<file path="config.mk">
export PLATFORM = sky130hd
export DESIGN_NAME = serial_paralelo
export DESIGN_NICKNAME = d
export VERILOG_FILES = /design/src/rtl/serpar_pkg.sv /design/src/rtl/serial_paralelo.sv
export SDC_FILE = /design/constraint.sdc
export NUM_CORES = 1
export LEC_CHECK = 0
export CAP_MARGIN = 5
export CORE_UTILIZATION = 48
export DETAILED_ROUTE_END_ITERATION = 10
export HOLD_SLACK_MARGIN = 0.03
export PLACE_DENSITY = 0.73
export SLEW_MARGIN = 25
export SYNTH_ARGS = -nofsm -noshare
export SYNTH_HDL_FRONTEND = slang
export SYNTH_SLANG_ARGS = --single-unit
</file>
<file path="constraint.sdc">
create_clock -name clk_32f -period 1.6 [get_ports clk_32f]
set_clock_uncertainty 0.15 [all_clocks]
set_input_delay 0.24 -clock clk_32f [delete_from_list [all_inputs] [get_ports clk_32f]]
set_output_delay 0.24 -clock clk_32f [all_outputs]
set_load 0.05 [all_outputs]
</file>
<file path="src/rtl/serpar_pkg.sv">
// serpar_pkg: constants and state type shared by the serial_paralelo
// deserializer, the paralelo_serial serializer and their testbenches.
package serpar_pkg;

    // Idle/comma byte used for byte alignment.
    localparam logic [7:0] BC = 8'hBC;

    // Consecutive aligned commas needed before the link is declared active.
    localparam int BC_LOCK_DEF = 4;

    typedef enum logic [1:0] {
        HUNT   = 2'd0,
        ALIGN  = 2'd1,
        ACTIVE = 2'd2
    } state_t;

    function automatic logic is_comma(input logic [7:0] b);
        return (b == BC);
    endfunction

endpackage

</file>
<file path="src/rtl/serial_paralelo.sv">
// serial_paralelo: MSB-first serial-to-parallel deserializer on clk_32f.
// Locks byte alignment on BC_LOCK consecutive aligned 0xBC commas, then
// delivers every non-comma byte on data_out with a one-cycle valid_out strobe.
// Optional build macro SERPAR_BYTE_CNT_EN adds the byte_cnt[15:0] output,
// a wrapping count of delivered bytes.
//
// state  | meaning
// HUNT   | sliding search for a comma at any bit offset
// ALIGN  | byte phase fixed, counting consecutive aligned commas
// ACTIVE | locked; non-comma bytes delivered, left only by reset
module serial_paralelo
    import serpar_pkg::*;
#(
    parameter int BC_LOCK = BC_LOCK_DEF
) (
    input  logic        clk_32f,
    input  logic        reset,
    input  logic        data_in,
    output logic [7:0]  data_out,
    output logic        valid_out,
    output logic        active
`ifdef SERPAR_BYTE_CNT_EN
    ,
    output logic [15:0] byte_cnt
`endif
);

    localparam int BCW = (BC_LOCK < 2) ? 1 : $clog2(BC_LOCK + 1);
    localparam logic [BCW-1:0] LOCK_V = BCW'(BC_LOCK);

    state_t         state_q, state_d;
    // Only the last seven bits are kept: together with data_in they form
    // the candidate byte, and the oldest bit is never looked at again.
    logic [6:0]     sr_q, sr_d;
    logic [2:0]     bit_cnt_q, bit_cnt_d;
    logic [BCW-1:0] bc_cnt_q, bc_cnt_d;
    logic [7:0]     data_q, data_d;
    logic           valid_q, valid_d;
    logic           active_q, active_d;
`ifdef SERPAR_BYTE_CNT_EN
    logic [15:0]    byte_cnt_q, byte_cnt_d;
`endif

    logic [7:0]     cand;
    logic           comma;
    logic           at_last;
    logic [BCW-1:0] bc_inc;

    assign cand    = {sr_q, data_in};
    assign comma   = is_comma(cand);
    assign at_last = (bit_cnt_q == 3'd7);
    assign bc_inc  = bc_cnt_q + BCW'(1);

    // State and datapath registers; reset discards any partial byte and lock.
    always_ff @(posedge clk_32f or posedge reset) begin
        if (reset) begin
            state_q    <= HUNT;
            sr_q       <= '0;
            bit_cnt_q  <= '0;
            bc_cnt_q   <= '0;
            data_q     <= 8'h00;
            valid_q    <= 1'b0;
            active_q   <= 1'b0;
`ifdef SERPAR_BYTE_CNT_EN
            byte_cnt_q <= '0;
`endif
        end else begin
            state_q    <= state_d;
            sr_q       <= sr_d;
            bit_cnt_q  <= bit_cnt_d;
            bc_cnt_q   <= bc_cnt_d;
            data_q     <= data_d;
            valid_q    <= valid_d;
            active_q   <= active_d;
`ifdef SERPAR_BYTE_CNT_EN
            byte_cnt_q <= byte_cnt_d;
`endif
        end
    end

    // Next-state and output decode: comma search, lock counting, byte delivery.
    always_comb begin
        state_d    = state_q;
        sr_d       = cand[6:0];
        bit_cnt_d  = bit_cnt_q;
        bc_cnt_d   = bc_cnt_q;
        data_d     = data_q;
        valid_d    = 1'b0;
        active_d   = active_q;
`ifdef SERPAR_BYTE_CNT_EN
        byte_cnt_d = byte_cnt_q;
`endif

        case (state_q)
            HUNT: begin
                if (comma) begin
                    bc_cnt_d  = BCW'(1);
                    bit_cnt_d = 3'd0;
                    if (BC_LOCK <= 1) begin
                        state_d  = ACTIVE;
                        active_d = 1'b1;
                    end else begin
                        state_d  = ALIGN;
                    end
                end
            end

            ALIGN: begin
                bit_cnt_d = bit_cnt_q + 3'd1;
                if (at_last) begin
                    if (comma) begin
                        bc_cnt_d = bc_inc;
                        if (bc_inc == LOCK_V) begin
                            state_d  = ACTIVE;
                            active_d = 1'b1;
                        end
                    end else begin
                        state_d   = HUNT;
                        bc_cnt_d  = '0;
                        bit_cnt_d = 3'd0;
                    end
                end
            end

            ACTIVE: begin
                bit_cnt_d = bit_cnt_q + 3'd1;
                // Commas are idle fill: no strobe and data_out keeps the last byte.
                if (at_last && !comma) begin
                    data_d  = cand;
                    valid_d = 1'b1;
`ifdef SERPAR_BYTE_CNT_EN
                    byte_cnt_d = byte_cnt_q + 16'd1;
`endif
                end
            end

            default: begin
                state_d   = HUNT;
                bc_cnt_d  = '0;
                bit_cnt_d = 3'd0;
                active_d  = 1'b0;
            end
        endcase
    end

    assign data_out  = data_q;
    assign valid_out = valid_q;
    assign active    = active_q;
`ifdef SERPAR_BYTE_CNT_EN
    assign byte_cnt  = byte_cnt_q;
`endif

endmodule

</file>
==> results.cfg, run 1 <==
[outcome]
status = finished with violations
violations = negative setup slack

[synthesis]
synthesis.area_um2 = 1141
synth_cells = 87
syn_area_per_cell_um2 = 13.12
seq_area_frac_synth_pct = 54.82
ys_ff_latch = 25
yosysWarnings = 0
syn_nets = 97
yosysUniqueCellTypes = 33

[detailed_routing]
drt-total-wl_mm = 2.393
drc = 0
first_iter_violations = 7
wl_per_cell_um = 16.17
first_pass_iters = 4
vias_per_cell = 5.345
drtAntennaViolNets = 0
vias = 791

[sta]
finalCriticalPeriod_ns = 1.655
tightest_slew_ns = 0.3081
slew_headroom_pct = 79.46
setup_ws_ns = -0.05508
report.final.slew_viol_count = 0
min_period_over_period_pct = 103.4
hold_viol = 0
fmax_mhz = 604.2
setup_viol = 15
rsz0062_at_grt = true

[place]
dpl.cell_count = 139
pre_cts_ws_ns = -0.3349
hpwl_mm = 1.650
gp_congestion = 0.7151
port_buffers = 12

[clock_tree]
cts_tree = done
clock-root-buffer = clkbuf_4
clock_path_buffers = 2
numClockSinks = 25
ctsHoldBuffers = 0
clk_latency_ns = 0.32
htreeDepth = 1
clk_pin_slew_ns = 0.13
cts-buffers-inserted = 3

[power_and_ir_drop]
power_density_nw_per_um2 = 692.4
p_leak_nw = 0.7479
p_total_w = 0.001131
ir_worst_vdd_uv = 652.5

[worst_setup_path]
crit_type = register to register
crit_family = flip-flops
max_stage_delay_ns = 0.41
crit_chain = inv_2, ha_2, buf_4, or2_4, o21ai_2, o211ai_1
end_kind = register
cp_num_buf_inv = 2
start_kind = register
arrival_ns = 1.70
cpMaxStageDelayCell = dfrtp_1
cp.required_ns = 1.64
cp_max_fo = 4

[global_routing]
grt_pass1_wl_mm = 3.808
grt_pass1_vias = 796
track_usage_pct = 21.35
met3_usage_pct = 3.030
grt_start_max_net_pins = 26
grt_antenna_before_repair = 0
grt_busiest_layer = met2
grt_overflow = 0
gr-usage-met1_pct = 25.59
grt_util_met2_pct = 35.56

[final_layout]
final_util_pct = 73.11
n_antenna_cell = 0
syn2layout_area_growth_pct = 43.09
fin_nets = 131
drive_gt1_share_pct = 49.17
stdcell_count = 148

[floorplan]
die_w_um = 50.76
start_util_pct = 51.09
fp-row-count = 17
ios = 13
dieArea_um2 = 2576
design.core.area_um2 = 2233
die_height_um = 50.76

[flow_run]
max_cap_violations = 0

[min_path]
timing.hold.worst.class = input pin to asynchronous set/reset pin
placed cells by master (no fill, tap or decap), types with 2 or more instances in the layout:
cell type,netlist,routed
buf_4,0,16
nor2_4,1,2
buf_12,0,10
ha_1,7,3
nand3_1,3,2
clkbuf_4,0,3
clkdlybuf4s50_1,0,2
a31oi_1,2,2
o22ai_1,2,2
buf_6,0,2
ha_2,0,3
o21ai_2,1,3
dfrtp_1,25,25
mux2_4,8,8
inv_1,6,5
nand2b_1,3,3
state kept, by name, indices dropped and copies added, names as in the netlist:
register / cells
valid_out: 1
bc_cnt_q: 3
bit_cnt_q: 3
sr_q: 7
state_q: 2
active: 1
data_out: 8
worst paths after layout:
kind / slack, ns / endpoint / start / depth (start not counted)
max: -0.06 / state_q[0] / state_q[0] / 6
min: 0.11 / data_out[5] / reset / 3
max reg2reg: -0.06 / state_q[0] / state_q[0] / 6
min reg2reg: 0.27 / sr_q[5] / sr_q[4] / 0
max in group asynchronous: 0.96 / data_out[7] / reset / 3
min in group clk_32f: 0.26 / sr_q[0] / data_in / 1
cell families (layout without fill, tap and decap cells):
logic type | Yosys count | in the layout | synth area share [%]
compound gates | 16 | 16 | 9.759
xor+xnor | 1 | 1 | 0.7677
fa+ha+maj | 7 | 7 | 7.675
buf+inv | 7 | 40 | 2.412
flops | 25 | 25 | 54.82
mux | 8 | 8 | 10.53
simple gates | 23 | 23 | 14.04
synthesized netlist by cell type:
cell type,n,area [um^2]
o21ai_2,1,8.760
buf_2,1,5.000
o21ai_0,2,10.01
nand4bb_1,1,11.26
o32a_1,1,10.01
nand4_1,1,6.260
nor2_8,1,20.02
xnor2_1,1,8.760
nand4b_1,1,8.760
nor2_1,2,7.510
ha_1,7,87.58
o22ai_1,2,12.51
a32o_1,1,10.01
o22a_1,1,8.760
mux2_4,8,120.1
and4b_1,1,10.01
and2_1,1,6.260
o211ai_1,1,7.510
nand2_1,3,11.26
a31oi_1,2,12.51
dfrtp_1,25,625.6
a21o_1,1,7.510
nor2b_1,2,12.51
o21ai_1,1,5.000
o2111ai_1,1,8.760
a21oi_1,2,10.01
inv_1,6,22.52
nand2b_1,3,18.77
and4_2,1,10.01
or2_2,1,6.260
nor3_1,1,5.000
nor2_4,1,11.26
nand3_1,3,15.01
what timing repair did:
item / CTS / global route
setup endpoints to repair: 16 / 17
hold endpoints to repair: 0 / 0
setup buffers: 2 / 3
gates resized for setup: 12 / 4
pin swaps: 5 / 7
metrics by stage:
step | cell area, um^2 | setup TNS (ns) | hold slack, ns
6_report | 1633 | -0.2205 | 0.1057
3_5_place_dp | 1503 | -4.380 | 0.2447
3_3_place_gp | 1503 | -3.919 | 0.2317
2_1_floorplan | 1161 | -0.007221 | 0.1173
4_1_cts | 1599 | -0.1531 | 0.1021
5_1_grt | 1633 | -1.219 | 0.1084
worst reg2reg max path, stage by stage (launching register included):
cell and delay [ns]:
dfrtp_1 0.41, inv_2 0.05, ha_2 0.21, buf_4 0.16, or2_4 0.28, o21ai_2 0.14
o211ai_1 0.13
per-layer routing:
metal,vias up,share of wire (%)
met4,0,3.1
li1,376,-
met1,390,42
met3,8,2.5
met5,-,0
met2,17,52
where the power goes:
group,leakage (nW),switching (W),internal [W],total (W)
Clock,0.0139,0.000187,0.0000955,0.000283
Sequential,0.330,0.0000159,0.000649,0.000665
Combinational,0.404,0.0000953,0.0000875,0.000183
Total,0.748,0.000298,0.000832,0.00113
area by class of cell:
type                    count  area [um^2]
well taps                  28        35.03
multi-input cells          55        556.8
fillers                   151        600.6
flip-flops and latches     25        625.6
repair buffers             30        362.8
inverters                   6        22.52
clock inverters             1        7.507
clock buffers               3        22.52
Power figures use the tool's default switching activity.
==> run 2, diff against run 1 <==
--- a/config.mk
+++ b/config.mk
@@ -5,11 +5,14 @@
 export SDC_FILE = /design/constraint.sdc
 export NUM_CORES = 1
 export LEC_CHECK = 0
+export ABC_AREA = 1
 export CAP_MARGIN = 5
-export CORE_UTILIZATION = 48
+export CORE_ASPECT_RATIO = 0.75
+export CORE_UTILIZATION = 50
+export CTS_BUF_LIST = sky130_fd_sc_hd__clkbuf_8
 export DETAILED_ROUTE_END_ITERATION = 10
 export HOLD_SLACK_MARGIN = 0.03
-export PLACE_DENSITY = 0.73
+export PLACE_DENSITY = 0.75
 export SLEW_MARGIN = 25
 export SYNTH_ARGS = -nofsm -noshare
 export SYNTH_HDL_FRONTEND = slang
==> run 2 against run 1 <==
Against the previous run: the flow now finishes without violations; cell count up 25%; power rose by 39%; combinational power grew to 2.7 times the previous value; critical path depth increased by 2; final area unchanged; sequential cell count is the same; non-clock buffer count is 7 lower; core utilization down 1.8 points; critical path type unchanged.
==> results.cfg, run 2 <==
[floorplan]
fp-row-count = 15
start_util_pct = 52.79
die_w_um = 58.77
dieArea_um2 = 2620
design.core.area_um2 = 2290
die_height_um = 44.58
ios = 13

[synthesis]
ys_ff_latch = 25
syn_area_per_cell_um2 = 9.669
synth_cells = 125
yosysTopAreaCellShare_pct = 51.76
yosysUniqueCellTypes = 19
async_flop_share_pct = 100.0
synth_most_common_cell = nand2_1
seq_area_frac_synth_pct = 51.76
yosysWarnings = 0
syn_nets = 135
synth_largest_area_cell = dfrtp_1
yosys-top-cells-count = 32 x nand2_1, 25 x dfrtp_1, 13 x nand2_2
synthesis.area_um2 = 1209
ys_top_cells_by_area = dfrtp_1 52%, nand2_1 9.9%, ha_1 7.2%
synth_ff_type = dfrtp_1
synth_edf_count = 0

[sta]
slew_headroom_pct = 79.90
report.final.slew_viol_count = 0
hold_viol = 0
finalCriticalPeriod_ns = 1.521
fin_setup_tns_ns = 0
tightest_slew_ns = 0.3016
fmax_mhz = 657.6
setup_viol = 0
min_period_over_period_pct = 95.04

[clock_tree]
cts-buffers-inserted = 3
clock-root-buffer = clkbuf_8
cts_tree = done
clk_latency_ns = 0.27
clk_pin_slew_ns = 0.08
clock_path_buffers = 2
ctsHoldBuffers = 0
numClockSinks = 25
htreeDepth = 1

[final_layout]
drive_gt1_share_pct = 40.40
fin_nets = 162
syn2layout_area_growth_pct = 35.09
largest_reg_flops = 8
layout_common_cells = 32 x nand2_1, 25 x dfrtp_1, 12 x nand2_2
final_common_cell = nand2_1
stdcell_count = 185
n_antenna_cell = 0

[place]
gp_congestion = 0.8365
port_buffers = 12
dpl.cell_count = 175
hpwl_mm = 1.540

[detailed_routing]
vias_per_cell = 4.773
first_pass_iters = 4
wl_per_cell_um = 11.94
first_iter_violations = 12
drt-total-wl_mm = 2.209
drtAntennaViolNets = 0
drc = 0
vias = 883

[global_routing]
grt_util_met2_pct = 30.68
met3_usage_pct = 6.725
grt_pass1_wl_mm = 3.525
grt_antenna_before_repair = 0
gr-usage-met1_pct = 23.48
grt_start_max_net_pins = 26
grt_pass1_vias = 830
grt_busiest_layer = met2
track_usage_pct = 18.93
grt_overflow = 0

[worst_setup_path]
end_kind = register
cp.required_ns = 1.62
crit_chain = ha_2, ha_4, o21ai_4, inv_2, nand2_4, nand2_1, nand2_1, inv_1
crit_type = register to register
arrival_ns = 1.54
max_stage_delay_ns = 0.39
cp_max_fo = 5
reg2reg_slack_ns = 0.08
start_kind = register
path_common_cell = nand2_1
cpMaxStageDelayCell = dfrtp_1

[flow_run]
max_cap_violations = 0

[power_and_ir_drop]
power_density_nw_per_um2 = 961.9
p_leak_nw = 0.8175
ir_worst_vdd_uv = 862.9

[min_path]
timing.hold.worst.class = input pin to asynchronous set/reset pin

[outcome]
status = finished, final reports clean
run 2: final cells by class:
cell class / instances / area, um^2
well taps: 34 / 42.54
repair buffers: 23 / 315.3
fillers: 167 / 656.9
clock buffers: 3 / 41.29
clock inverters: 1 / 5.005
multi-input cells: 81 / 533.0
flip-flops and latches: 25 / 625.6
inverters: 18 / 70.07
run 2: power by group:
part           internal, W  total [W]  leakage, nW  switching (W)
Sequential        0.000680   0.000714        0.329      0.0000343
Combinational     0.000177   0.000495        0.463       0.000318
Clock             0.000174   0.000362       0.0255       0.000188
run 2: worst paths after layout:
| kind | startpoint | endpoint | cells after the start |
|---|---|---|---|
| worst max register to register | bit_cnt_q[0] | bc_cnt_q[0] | 8 |
| worst min register to register | sr_q[0] | sr_q[1] | 0 |
| worst max-delay path | bit_cnt_q[0] | bc_cnt_q[0] | 8 |
| min in group clk_32f | sr_q[0] | sr_q[1] | 0 |
| worst min-delay path | reset | bit_cnt_q[2] | 3 |
| max in group asynchronous | reset | state_q[1] | 3 |
run 2: logic make-up after synthesis:
group                      count (synthesis)  share of synthesized area [%]
buffers and inverters                     19                          6.832
adders and majority gates                  7                          7.246
and+or+nand+nor                           63                          28.06
AOI/OAI and AO/OA                         11                          6.107
DFF                                       25                          51.76
run 2: critical path: cells and delay by family (launching register included):
family                     cells  cell delay [ns]
adders and majority gates      2             0.38
buffers and inverters          2             0.11
AOI/OAI and AO/OA              1             0.20
and+or+nand+nor                3             0.20
DFF                            1             0.39
run 2: what timing repair did:
item	4_1_cts	5_1_grt
endpoints found under the setup margin	6	9
pin swaps	1	1
setup buffers	5	1
resized for setup	0	9
run 2: routing by layer:
layer,vias up,part of all wire (%)
met3,4,4.5
li1,431,-
met5,-,0
met1,429,45
met4,0,0.86
met2,19,49
run 2: through the flow:
step           setup slack (ns)  hold slack, ns  power, W  utilization [%]  cell area [um^2]
4_1_cts                 0.01189          0.1726  0.001515            69.45              1590
3_3_place_gp            -0.1141          0.2269  0.001127            65.25              1494
2_1_floorplan           0.05197          0.1173  0.001053                -              1209
6_report                0.07940          0.1579  0.001571            71.31              1633
5_1_grt                -0.02531          0.2093  0.001675            71.31              1633
3_5_place_dp            -0.1678          0.2310  0.001148            65.25              1494
